**config.mk**
```make
export PLATFORM = sky130hd
export DESIGN_NAME = tuner_cfg_arbiter_flat
export DESIGN_NICKNAME = d
export VERILOG_FILES = /design/src/rtl/tuner_cfg_arbiter_if.sv /design/src/rtl/tuner_cfg_arbiter.sv /design/src/flat_wrapper.sv
export SDC_FILE = /design/constraint.sdc
export NUM_CORES = 1
export LEC_CHECK = 0
export ABC_CLOCK_PERIOD_IN_PS = 2200
export BUFFER_PORTS_ARGS = -buffer_cell sky130_fd_sc_hd__clkbuf_2
export CAP_MARGIN = 10
export CORE_MARGIN = 2
export CORE_UTILIZATION = 50
export CTS_CLUSTER_DIAMETER = 120
export DETAILED_ROUTE_END_ITERATION = 8
export HOLD_SLACK_MARGIN = 0.12
export PLACE_DENSITY = 0.75
export SYNTH_ARGS = -nofsm -noshare
export SYNTH_HDL_FRONTEND = slang
export SYNTH_SLANG_ARGS = --single-unit
export TNS_END_PERCENT = 5
```
**constraint.sdc**
```tcl
create_clock -name CLOCK -period 2.2 [get_ports CLOCK]
set_input_delay 0 -clock CLOCK [delete_from_list [all_inputs] [get_ports CLOCK]]
set_output_delay 0 -clock CLOCK [all_outputs]
set_load 0.1 [all_outputs]
```
**src/rtl/tuner_cfg_arbiter_if.sv**
```systemverilog
// tuner_cfg_arbiter_if: request/grant bus between tuner channels, the arbiter and the shared config engine
interface tuner_cfg_arbiter_if #(parameter int N_CH = 4);
    logic [N_CH-1:0] REQ_LEVEL;
    logic            DONE;
    logic [N_CH-1:0] GRANT;
    logic            START;
    logic            BUSY;
    logic            TIMEOUT_ERR;
    logic [N_CH-1:0] PENDING;
    modport slave (input REQ_LEVEL, DONE, output GRANT, START, BUSY, TIMEOUT_ERR, PENDING);
    modport master (output REQ_LEVEL, DONE, input GRANT, START, BUSY, TIMEOUT_ERR, PENDING);
endinterface

```
**src/rtl/tuner_cfg_arbiter.sv**
```systemverilog
// tuner_cfg_arbiter: round-robin START/DONE scheduler sharing one config engine among N_CH channels, with watchdog
module tuner_cfg_arbiter #(
    parameter int N_CH    = 4,
    parameter int TO_W    = 16,
    parameter int TIMEOUT = 50000
) (
    input  logic CLOCK,
    input  logic RESET,
    tuner_cfg_arbiter_if.slave bus
);
    localparam int PW = $clog2(N_CH);
    typedef enum logic [1:0] {IDLE, ISSUE, WAIT} state_t;
    state_t          state_q, state_d;
    logic [N_CH-1:0] prev_q, pend_q, pend_d, grant_q, grant_d, edge_v, win_oh;
    logic            start_q, start_d, terr_q, terr_d, found;
    logic [PW-1:0]   rr_q, rr_d, win, idx;
    logic [TO_W-1:0] wd_q, wd_d;
    // first pending channel at or after rr_q, wrapping
    always_comb begin
        win   = '0;
        idx   = '0;
        found = 1'b0;
        for (int k = 0; k < N_CH; k++) begin
            idx = PW'((int'(rr_q) + k) % N_CH);
            if (!found && pend_q[idx]) begin
                win   = idx;
                found = 1'b1;
            end
        end
    end
    assign win_oh = N_CH'(1) << win;
    assign edge_v = bus.REQ_LEVEL & ~prev_q;
    // edges are OR-ed in after the grant clear so a same-cycle re-request survives
    always_comb begin
        state_d = state_q;
        grant_d = grant_q;
        start_d = 1'b0;
        terr_d  = 1'b0;
        rr_d    = rr_q;
        wd_d    = wd_q;
        pend_d  = pend_q | edge_v;
        case (state_q)
            IDLE: if (found) begin
                state_d = ISSUE;
                grant_d = win_oh;
                start_d = 1'b1;
                pend_d  = (pend_q & ~win_oh) | edge_v;
                rr_d    = (win == PW'(N_CH - 1)) ? '0 : win + 1'b1;
            end
            ISSUE: begin
                state_d = WAIT;
                wd_d    = '0;
            end
            WAIT: begin
                wd_d = wd_q + 1'b1;
                if (bus.DONE) begin
                    grant_d = '0;
                    state_d = IDLE;
                end else if (wd_q == TO_W'(TIMEOUT - 1)) begin
                    terr_d  = 1'b1;
                    grant_d = '0;
                    state_d = IDLE;
                end
            end
            default: state_d = IDLE;
        endcase
    end
    always_ff @(posedge CLOCK) begin
        if (RESET) begin
            state_q <= IDLE;
            prev_q  <= '1;
            pend_q  <= '0;
            grant_q <= '0;
            start_q <= 1'b0;
            terr_q  <= 1'b0;
            rr_q    <= '0;
            wd_q    <= '0;
        end else begin
            state_q <= state_d;
            prev_q  <= bus.REQ_LEVEL;
            pend_q  <= pend_d;
            grant_q <= grant_d;
            start_q <= start_d;
            terr_q  <= terr_d;
            rr_q    <= rr_d;
            wd_q    <= wd_d;
        end
    end
    assign bus.GRANT       = grant_q;
    assign bus.START       = start_q;
    assign bus.BUSY        = state_q != IDLE;
    assign bus.TIMEOUT_ERR = terr_q;
    assign bus.PENDING     = pend_q;
endmodule

```
**src/flat_wrapper.sv**
```systemverilog
// flat-port wrapper written by rule: the top's interface ports become plain ports
module tuner_cfg_arbiter_flat 
#(
    parameter int N_CH    = 4,
    parameter int TO_W    = 16,
    parameter int TIMEOUT = 50000
)
  (CLOCK, RESET, bus_REQ_LEVEL, bus_DONE, bus_GRANT, bus_START, bus_BUSY, bus_TIMEOUT_ERR, bus_PENDING);
  tuner_cfg_arbiter_if #(.N_CH(N_CH)) bus_i ();
  input  logic CLOCK;
  input  logic RESET;
  input wire logic [$bits(bus_i.REQ_LEVEL)-1:0] bus_REQ_LEVEL;
  input wire logic [$bits(bus_i.DONE)-1:0] bus_DONE;
  output wire logic [$bits(bus_i.GRANT)-1:0] bus_GRANT;
  output wire logic [$bits(bus_i.START)-1:0] bus_START;
  output wire logic [$bits(bus_i.BUSY)-1:0] bus_BUSY;
  output wire logic [$bits(bus_i.TIMEOUT_ERR)-1:0] bus_TIMEOUT_ERR;
  output wire logic [$bits(bus_i.PENDING)-1:0] bus_PENDING;
  assign bus_i.REQ_LEVEL = bus_REQ_LEVEL;
  assign bus_i.DONE = bus_DONE;
  assign bus_GRANT = bus_i.GRANT;
  assign bus_START = bus_i.START;
  assign bus_BUSY = bus_i.BUSY;
  assign bus_TIMEOUT_ERR = bus_i.TIMEOUT_ERR;
  assign bus_PENDING = bus_i.PENDING;
  tuner_cfg_arbiter #(.N_CH(N_CH), .TO_W(TO_W), .TIMEOUT(TIMEOUT)) u_core (.CLOCK(CLOCK), .RESET(RESET), .bus(bus_i));
endmodule
```
==> run_results.csv, run 1 <==
group,metric,value,unit
power,p_leak,0.765,nW
synthesis,synth_compound_area_share,15.3,%
flow_run,cap_violations,0,
worst_setup_path,rr_worst_depth,6,
global_route,antenna_found_initial,0,
clocking,clock_sinks,34,
synthesis,synth-simple-area-share,28.7,%
detailed_routing,via_per_inst,5.55,
die,die_h,63.6,µm
detailed_routing,drcViolationCount,0,
clocking,cts_resized,0,
clocking,cts_buffers,5,
worst_setup_path,critical_path.max_fanout,7,
die,initial_utilization,52.8,%
detailed_routing,avgRoutedWirePerCell,12.6,µm
synthesis,synth_area_per_cell,8.88,µm²
timing,slew_violations,0,
die,die_area,4050,µm²
detailed_routing,firstDrtPassIters,4,
power,internal_power,0.00104,W
hold_path,hold_depth,2,
layout,num_antenna_cells,0,
place,globalplace.congestion,0.787,
die,rows,21,
detailed_routing,drt-total-wl,3.44,mm
clocking,clockBufferDepth,2,
synthesis,synth-edff-count,0,
place,io_buffers,17,
clocking,cts-root-buf,"clkbuf_4",
timing,tns,0,ns
synthesis,synth.area.mux_share,1.13,%
clocking,cts_tree,"built",
synthesis,synth_seq_area_share,38.3,%
detailed_routing,drtAntennaViolNets,0,
die,core_area,3360,µm²
outcome,status,"completed",
clocking,holdBufCountCts,10,
worst_setup_path,crit_arrival,2.28,ns
synthesis,synthFlopType,"dfxtp_1",
synthesis,synth_fa_ha_area_share,6.34,%
timing,worst_clock_skew,0.00470,ns
synthesis,synth_cells,200,
synthesis,synth-seq-cells,34,
global_route,gr-total-overflow,0,
power,cellPowerDensity,866,nW/µm²
worst_setup_path,reg2reg_slack,0.19,ns
worst_setup_path,path_class,"flop to flop",
power,p_seq_share,39.8,%
power,finalPower,0.00177,W
global_route,grt_first_pass_wirelength,6.12,mm
layout,nets,242,
die,io_pins,18,
worst_setup_path,worstSetupEndpointType,"flop",
layout,num-fill-cells,315,
synthesis,syn_nets,216,
timing,period_needed,2.01,ns
timing,grt_setup_unrepaired,"no",
worst_setup_path,worst-endpoint-required,2.46,ns
power,clkPwrFrac,20.2,%
clocking,clk_pin_slew,0.10,ns
power,ir_drop,524,µV
timing,relSlewSlack,63.3,%
timing,setup_viol,0,
power,swShare,41.4,%
synthesis,syn_area,1780,µm²
hold_path,hold_class,"flop to flop",
synthesis,ys_types,47,
layout,area_growth,15.1,%
timing,fmax,497,MHz
global_route,grt_usage,19.0,%
clocking,worstSkewPairLatency,0.32,ns
clocking,cts_setup_buffers,0,
detailed_routing,vias,1515,
synthesis,synth_top_family_by_area,"simple AND/OR/NAND/NOR gates",
die,die_w,63.6,µm
timing,hold_violations,0,
power,power_switching,0.000734,W
place,dpl.hpwl,2.35,mm
global_route,grt_max_degree,17,
power,pwr-share-comb,39.9,%
synthesis,yosys_warnings,0,
timing,tightest_slew,0.545,ns
clocking,h-tree-depth,2,
synthesis,synthArstFlopShare,0,%
detailed_routing,first_iter_violations,98,
worst_setup_path,critPathLaunchType,"flop",
global_route,grt_pass1_vias,1397,
synthesis,synthXorXnorAreaFrac,4.93,%
layout,drive_gt1_share,18.5,%
timing,post-route-period-util,91.5,%
## cell usage after synthesis, types with 5 or more instances
| cell | number | share of area, % |
|---|---|---|
| a21oi_1 | 12 | 3.4 |
| dfxtp_1 | 34 | 38 |
| ha_1 | 9 | 6.3 |
| inv_1 | 11 | 2.3 |
| nand2_1 | 11 | 2.3 |
| nand4_1 | 7 | 2.5 |
| nor2_1 | 25 | 5.3 |
| nor2b_1 | 5 | 1.8 |
| o21ai_0 | 7 | 2.0 |
| xnor2_1 | 5 | 2.5 |
| xor2_1 | 5 | 2.5 |
## layout by cell type (no fill, tap or decap), types with 7 or more instances in the layout
master	n
dlygate4sd3_1	10
nor2_1	25
ha_1	9
dfxtp_1	30
clkbuf_2	17
nand2_1	11
nand4_1	7
a21oi_1	12
inv_1	11
o21ai_0	7
## per-layer routing
layer	up-vias	GRT usage (%)	share of wire (%)
li1	771	-	-
met5	-	0	0
met1	713	24.6	50
met4	0	7.61	1.5
met3	4	6.07	4.0
met2	27	29.2	45
## critical path: stages (launching register included)
cell and delay, ns:
dfxtp_1 0.39, inv_1 0.10, ha_1 0.42, and4_1 0.37
nand3_4 0.12, or4_1 0.41, a21oi_1 0.14
## path summary, 6_finish.rpt
path                                         to              start
worst max-delay path            u_core.wd_q[15]  u_core.state_q[0]
worst min-delay path            u_core.wd_q[15]    u_core.wd_q[15]
worst min register to register  u_core.wd_q[15]    u_core.wd_q[15]
worst max register to register  u_core.wd_q[15]  u_core.state_q[0]
## power groups by stage
stage / clock network [W] / logic [W] / registers, W
3_5_place_dp: 0 / 0.000691 / 0.000719
5_1_grt: 0.000404 / 0.000766 / 0.000713
2_1_floorplan: 0 / 0.000483 / 0.000820
3_3_place_gp: 0 / 0.000683 / 0.000717
4_1_cts: 0.000375 / 0.000708 / 0.000705
6_report: 0.000358 / 0.000708 / 0.000706
## registers in the layout, summed over array words and instances (netlist names)
signal / count
u_core.prev_q: 4
u_core.bus.TIMEOUT_ERR: 1
u_core.bus.PENDING: 4
u_core.bus.START: 1
u_core.state_q: 2
u_core.bus.GRANT: 4
u_core.wd_q: 16
u_core.rr_q: 2
## cell families after synthesis
kind of cell,count (synthesis)
flip-flops,34
adder cells (fa/ha/maj),9
XOR/XNOR,10
AO/OA/AOI/OAI,38
AND/OR/NAND/NOR,86
multiplexers,2
buffers and inverters,21
## area by class of cell
type,instances,area (µm²),share of cell area [%]
well taps,46,57.6,2.81
flip-flops and latches,34,686,33.5
clock inverters,1,5.00,0.245
repair buffers,29,200,9.79
multi-input cells,145,1000,48.9
inverters,11,41.3,2.02
clock buffers,7,55.1,2.69
## per-stage QoR
stage	cell area (µm²)	hold WS, ns	util [%]	cells	worst slack, ns
final	2050	0.510	60.8	273	0.188
after detailed placement	1890	0.200	56.1	255	0.221
after CTS	2050	0.500	60.8	273	0.198
after floorplan	1780	0.104	-	200	0.157
after global placement	1890	0.199	56.1	255	0.287
after global routing	2050	0.552	60.8	273	0.0387
Power figures use the tool's default switching activity.
==> run 2: changes to the inputs <==
MAX_ROUTING_LAYER = met4   (was unset)
==> run_results.csv, run 2 (synthesis gave the netlist of run 1 again) <==
group,metric,value,unit
outcome,status,"completed",
timing,tns,0,ns
place,dpl.hpwl,2.35,mm
timing,tightest_slew,0.546,ns
detailed_routing,via_per_inst,5.51,
detailed_routing,drt-total-wl,3.43,mm
layout,nets,242,
clocking,cts_tree,"built",
clocking,worstSkewPairLatency,0.33,ns
global_route,antenna_found_initial,0,
die,die_w,63.6,µm
layout,largest_reg_flops,16,
layout,layout_commonest_cell,"dfxtp_1",
global_route,grt_max_degree,17,
layout,largest-register,"u_core.wd_q",
worst_setup_path,path_depth,6,
worst_setup_path,slowest_delay,0.42,ns
clocking,clock_sinks,34,
layout,most-common-layout-cells,"dfxtp_1 (30), nor2_1 (25), clkbuf_2 (17), a21oi_1 (12)",
global_route,gr-total-overflow,0,
worst_setup_path,critical_path.max_fanout,7,
die,io_pins,18,
timing,post-route-period-util,92.1,%
die,die_area,4050,µm²
worst_setup_path,path_cells,"inv_1 -> ha_1 -> and4_1 -> nand3_4 -> or4_1 -> a21oi_1",
clocking,cts_buffers,5,
timing,fmax,493,MHz
worst_setup_path,critPathLaunch,"u_core.state_q[0]",
worst_setup_path,crit_arrival,2.29,ns
global_route,grt_first_pass_wirelength,6.11,mm
timing,period_needed,2.03,ns
global_route,grt_usage,19.5,%
die,core_area,3360,µm²
clocking,h-tree-depth,2,
worst_setup_path,reg2reg_to,"u_core.wd_q[15]",
timing,setup_viol,0,
flow_run,cap_violations,0,
die,rows,21,
worst_setup_path,worstSetupEndpointType,"flop",
detailed_routing,firstDrtPassIters,4,
power,p_leak,0.765,nW
timing,relSlewSlack,63.2,%
power,cellPowerDensity,868,nW/µm²
hold_path,hold_class,"flop to flop",
timing,grt_setup_unrepaired,"no",
worst_setup_path,critPathTopFamily,"simple AND/OR/NAND/NOR gates",
layout,num-fill-cells,315,
worst_setup_path,worst-endpoint-required,2.46,ns
timing,hold_violations,0,
clocking,cts_setup_buffers,0,
layout,drive_gt1_share,18.5,%
worst_setup_path,cp_slowest_cell,"ha_1",
worst_setup_path,critPathLaunchType,"flop",
place,globalplace.congestion,0.798,
die,initial_utilization,52.8,%
die,die_h,63.6,µm
layout,num_antenna_cells,0,
detailed_routing,avgRoutedWirePerCell,12.6,µm
clocking,clockBufferDepth,2,
detailed_routing,first_iter_violations,94,
detailed_routing,drtAntennaViolNets,0,
global_route,grt_pass1_vias,1400,
worst_setup_path,rr_worst_depth,6,
layout,area_growth,15.1,%
worst_setup_path,critPathBufInv,1,
detailed_routing,vias,1504,
worst_setup_path,timing.rr.start,"u_core.state_q[0]",
worst_setup_path,path_class,"flop to flop",
clocking,clk_pin_slew,0.10,ns
place,io_buffers,17,
worst_setup_path,reg2reg_slack,0.17,ns
timing,worst_clock_skew,0.00444,ns
power,ir_drop,524,µV
detailed_routing,drcViolationCount,0,
worst_setup_path,critPathCapture,"u_core.wd_q[15]",
timing,slew_violations,0,
timing,holdWs,0.517,ns
clocking,cts-root-buf,"clkbuf_4",
run 2: metal layers:
layer	wire, µm	share of wire (%)	vias up	track usage (%)
met1	1680	49	698	24.5
met3	149	4.3	4	6.07
li1	-	-	773	-
met2	1550	45	29	29.2
met5	0	0	-	-
met4	54	1.6	0	7.61
run 2: metrics by stage:
stage / total power (W) / cells / setup slack (ns) / util [%] / area [µm²]
2_1_floorplan: 0.00130 / 200 / 0.157 / - / 1780
3_3_place_gp: 0.00140 / 255 / 0.287 / 56.1 / 1890
3_5_place_dp: 0.00141 / 255 / 0.221 / 56.1 / 1890
4_1_cts: 0.00179 / 273 / 0.198 / 60.8 / 2050
5_1_grt: 0.00188 / 273 / 0.0387 / 60.8 / 2050
6_report: 0.00178 / 273 / 0.173 / 60.8 / 2050
run 2: how the worst min path moves through the flow:
stage	startpoint	endpoint	depth (start not counted)
2_1_floorplan	bus_REQ_LEVEL[3]	u_core.prev_q[3]	1
3_3_place_gp	bus_REQ_LEVEL[3]	u_core.prev_q[3]	2
3_5_place_dp	bus_REQ_LEVEL[2]	u_core.prev_q[2]	2
4_1_cts	u_core.wd_q[15]	u_core.wd_q[15]	2
5_1_grt	u_core.wd_q[15]	u_core.wd_q[15]	2
6_report	u_core.wd_q[15]	u_core.wd_q[15]	2
run 2: timing repair:
action,CTS,global route
endpoints found under the hold margin,12,0
resized for setup,0,0
hold buffers,10,0
run 2: where the power goes:
group	internal [W]	switching, W
logic	0.000219	0.000491
registers	0.000665	0.0000415
clock network	0.000155	0.000205
run 2: final cells by class:
cell class / instances / area (µm²) / share of cell area, %
clock inverters: 1 / 5.00 / 0.245
flip-flops and latches: 34 / 686 / 33.5
well taps: 46 / 57.6 / 2.81
repair buffers: 29 / 200 / 9.79
inverters: 11 / 41.3 / 2.02
multi-input cells: 145 / 1000 / 48.9
clock buffers: 7 / 55.1 / 2.69
run 2: worst reg2reg max path, cell delays in order (launching register included):
cell and delay [ns]:
dfxtp_1 0.39, inv_1 0.10, ha_1 0.42, and4_1 0.37
nand3_4 0.12, or4_1 0.41, a21oi_1 0.15
==> run 3: changes to the inputs <==
CORE_MARGIN = unset   (was 2)
==> run_results.csv, run 3 (synthesis gave the netlist of run 1 again) <==
group,metric,value,unit
clocking,cts_tree,"built",
power,internal_power,0.00104,W
clocking,clock_sinks,34,
die,core_area,3360,µm²
place,io_buffers,17,
layout,num_antenna_cells,0,
detailed_routing,via_per_inst,5.56,
worst_setup_path,path_cells,"inv_1 -> ha_1 -> and4_2 -> nand3_4 -> or4_1 -> a21oi_1",
place,dpl.hpwl,2.39,mm
power,ir_drop,512,µV
layout,fin_cells,272,
global_route,grt_first_pass_wirelength,5.80,mm
power,p_seq_share,39.6,%
global_route,grt_usage,21.9,%
timing,period_needed,2.00,ns
power,clkPwrFrac,20.5,%
power,p_leak,0.762,nW
worst_setup_path,worst-endpoint-required,2.48,ns
power,power_switching,0.000747,W
layout,nets,241,
layout,largest-register,"u_core.wd_q",
global_route,gr-total-overflow,0,
detailed_routing,drt-total-wl,3.53,mm
die,die_w,61.6,µm
clocking,clockBufferDepth,2,
hold_path,min_to,"u_core.prev_q[3]",
timing,fmax,501,MHz
layout,most-common-layout-cells,"dfxtp_1 (30), nor2_1 (25), clkbuf_2 (17), a21oi_1 (12)",
layout,area_growth,14.6,%
worst_setup_path,rr_worst_depth,6,
timing,hold_violations,0,
global_route,grt_max_degree,17,
clocking,h-tree-depth,2,
layout,seq_area,686,µm²
timing,tightest_slew,0.548,ns
worst_setup_path,cp_slowest_cell,"ha_1",
timing,relSlewSlack,63.6,%
layout,multiInputGateArea,1000,µm²
timing,slew_violations,0,
timing,setup_viol,0,
timing,worst_clock_skew,0.0104,ns
outcome,status,"completed",
worst_setup_path,timing.rr.start,"u_core.state_q[0]",
layout,drive_gt1_share,19.0,%
power,pwr-share-comb,39.9,%
layout,num-fill-cells,328,
flow_run,cap_violations,0,
clocking,clk_pin_slew,0.10,ns
detailed_routing,drtAntennaViolNets,0,
detailed_routing,avgRoutedWirePerCell,13.0,µm
detailed_routing,firstDrtPassIters,4,
die,initial_utilization,52.8,%
power,swShare,41.9,%
place,globalplace.congestion,0.797,
hold_path,hold_depth,3,
detailed_routing,drcViolationCount,0,
die,io_pins,18,
clocking,cts-root-buf,"clkbuf_4",
worst_setup_path,critical_path.max_fanout,7,
timing,grt_setup_unrepaired,"no",
detailed_routing,first_iter_violations,66,
hold_path,hold_class,"input port to flop",
die,rows,21,
timing,post-route-period-util,90.8,%
place,placed_cells,255,
die,die_h,61.6,µm
hold_path,min-delay-start,"bus_REQ_LEVEL[3]",
worst_setup_path,crit_arrival,2.28,ns
worst_setup_path,slowest_delay,0.42,ns
worst_setup_path,reg2reg_to,"u_core.wd_q[15]",
clocking,cts_buffers,5,
worst_setup_path,path_class,"flop to flop",
timing,tns,0,ns
power,cellPowerDensity,876,nW/µm²
clocking,worstSkewPairLatency,0.35,ns
clocking,cts_setup_buffers,0,
global_route,grt_pass1_vias,1295,
worst_setup_path,reg2reg_slack,0.20,ns
layout,post-route-util,60.6,%
detailed_routing,vias,1512,
layout,layout_commonest_cell,"dfxtp_1",
worst_setup_path,critPathLaunchType,"flop",
global_route,antenna_found_initial,0,
die,die_area,3800,µm²
layout,largest_reg_flops,16,
worst_setup_path,worstSetupEndpointType,"flop",
-- run 3: cell count changes in the layout (fill, tap and decap cells not counted) --
| cell | change |
|---|---|
| and4_1 | -1 |
| dlygate4sd3_1 | -1 |
| and4_2 | +1 |
-- run 3: routing by layer --
layer  up-vias  wire length [µm]  GRT usage (%)  part of all wire [%]
li1        771                 -              -                     -
met3         7               112           3.78                   3.2
met1       704              1790           29.0                    51
met5         -                 0              -                     0
met4         0                80           11.4                   2.3
met2        30              1550           32.0                    44
-- run 3: worst max path at each step --
stage / end / start / cells past startpoint / slack [ns]
2_1_floorplan: u_core.bus.GRANT[2] / u_core.bus.PENDING[1] / 7 / 0.16
4_1_cts: u_core.wd_q[15] / u_core.state_q[0] / 6 / 0.19
3_3_place_gp: u_core.wd_q[15] / u_core.state_q[0] / 6 / 0.29
5_1_grt: u_core.bus.GRANT[2] / u_core.bus.PENDING[2] / 8 / 0.04
6_report: u_core.wd_q[15] / u_core.state_q[0] / 6 / 0.20
3_5_place_dp: u_core.wd_q[15] / u_core.state_q[0] / 6 / 0.19
-- run 3: power by group through the flow --
| stage | Sequential [W] | Clock, W | Combinational [W] |
|---|---|---|---|
| CTS | 0.000706 | 0.000376 | 0.000710 |
| detailed placement | 0.000721 | 0 | 0.000695 |
| global placement | 0.000717 | 0 | 0.000683 |
| finish | 0.000707 | 0.000366 | 0.000711 |
| global route | 0.000715 | 0.000406 | 0.000767 |
| floorplan | 0.000820 | 0 | 0.000483 |
-- run 3: critical path, delay by kind of cell (launching register included) --
kind,cells,cell delay (ns)
simple gates,3,0.87
fa+ha+maj,1,0.42
flops,1,0.39
compound gates,1,0.16
buf+inv,1,0.10
-- run 3: cell type report --
cell class                      count  share of cell area [%]
Multi-Input combinational cell    145                    49.2
Timing Repair Buffer               28                    9.34
Clock inverter                      1                   0.246
Tap cell                           46                    2.83
Sequential cell                    34                    33.7
Inverter                           11                    2.03
Clock buffer                        7                    2.70
-- run 3: timing repair --
action                                  in CTS  in global routing
hold endpoints to repair                    12                  0
gates resized for setup                      0                  1
hold buffers                                 9                  0
endpoints found under the setup margin       0                  1
-- run 3: through the flow --
stage	hold slack (ns)	instance area (µm²)	power (W)	setup WS [ns]
3_5_place_dp	0.203	1890	0.00142	0.190
5_1_grt	0.420	2040	0.00189	0.0442
2_1_floorplan	0.104	1780	0.00130	0.157
3_3_place_gp	0.200	1890	0.00140	0.286
4_1_cts	0.384	2040	0.00179	0.188
6_report	0.402	2040	0.00178	0.203
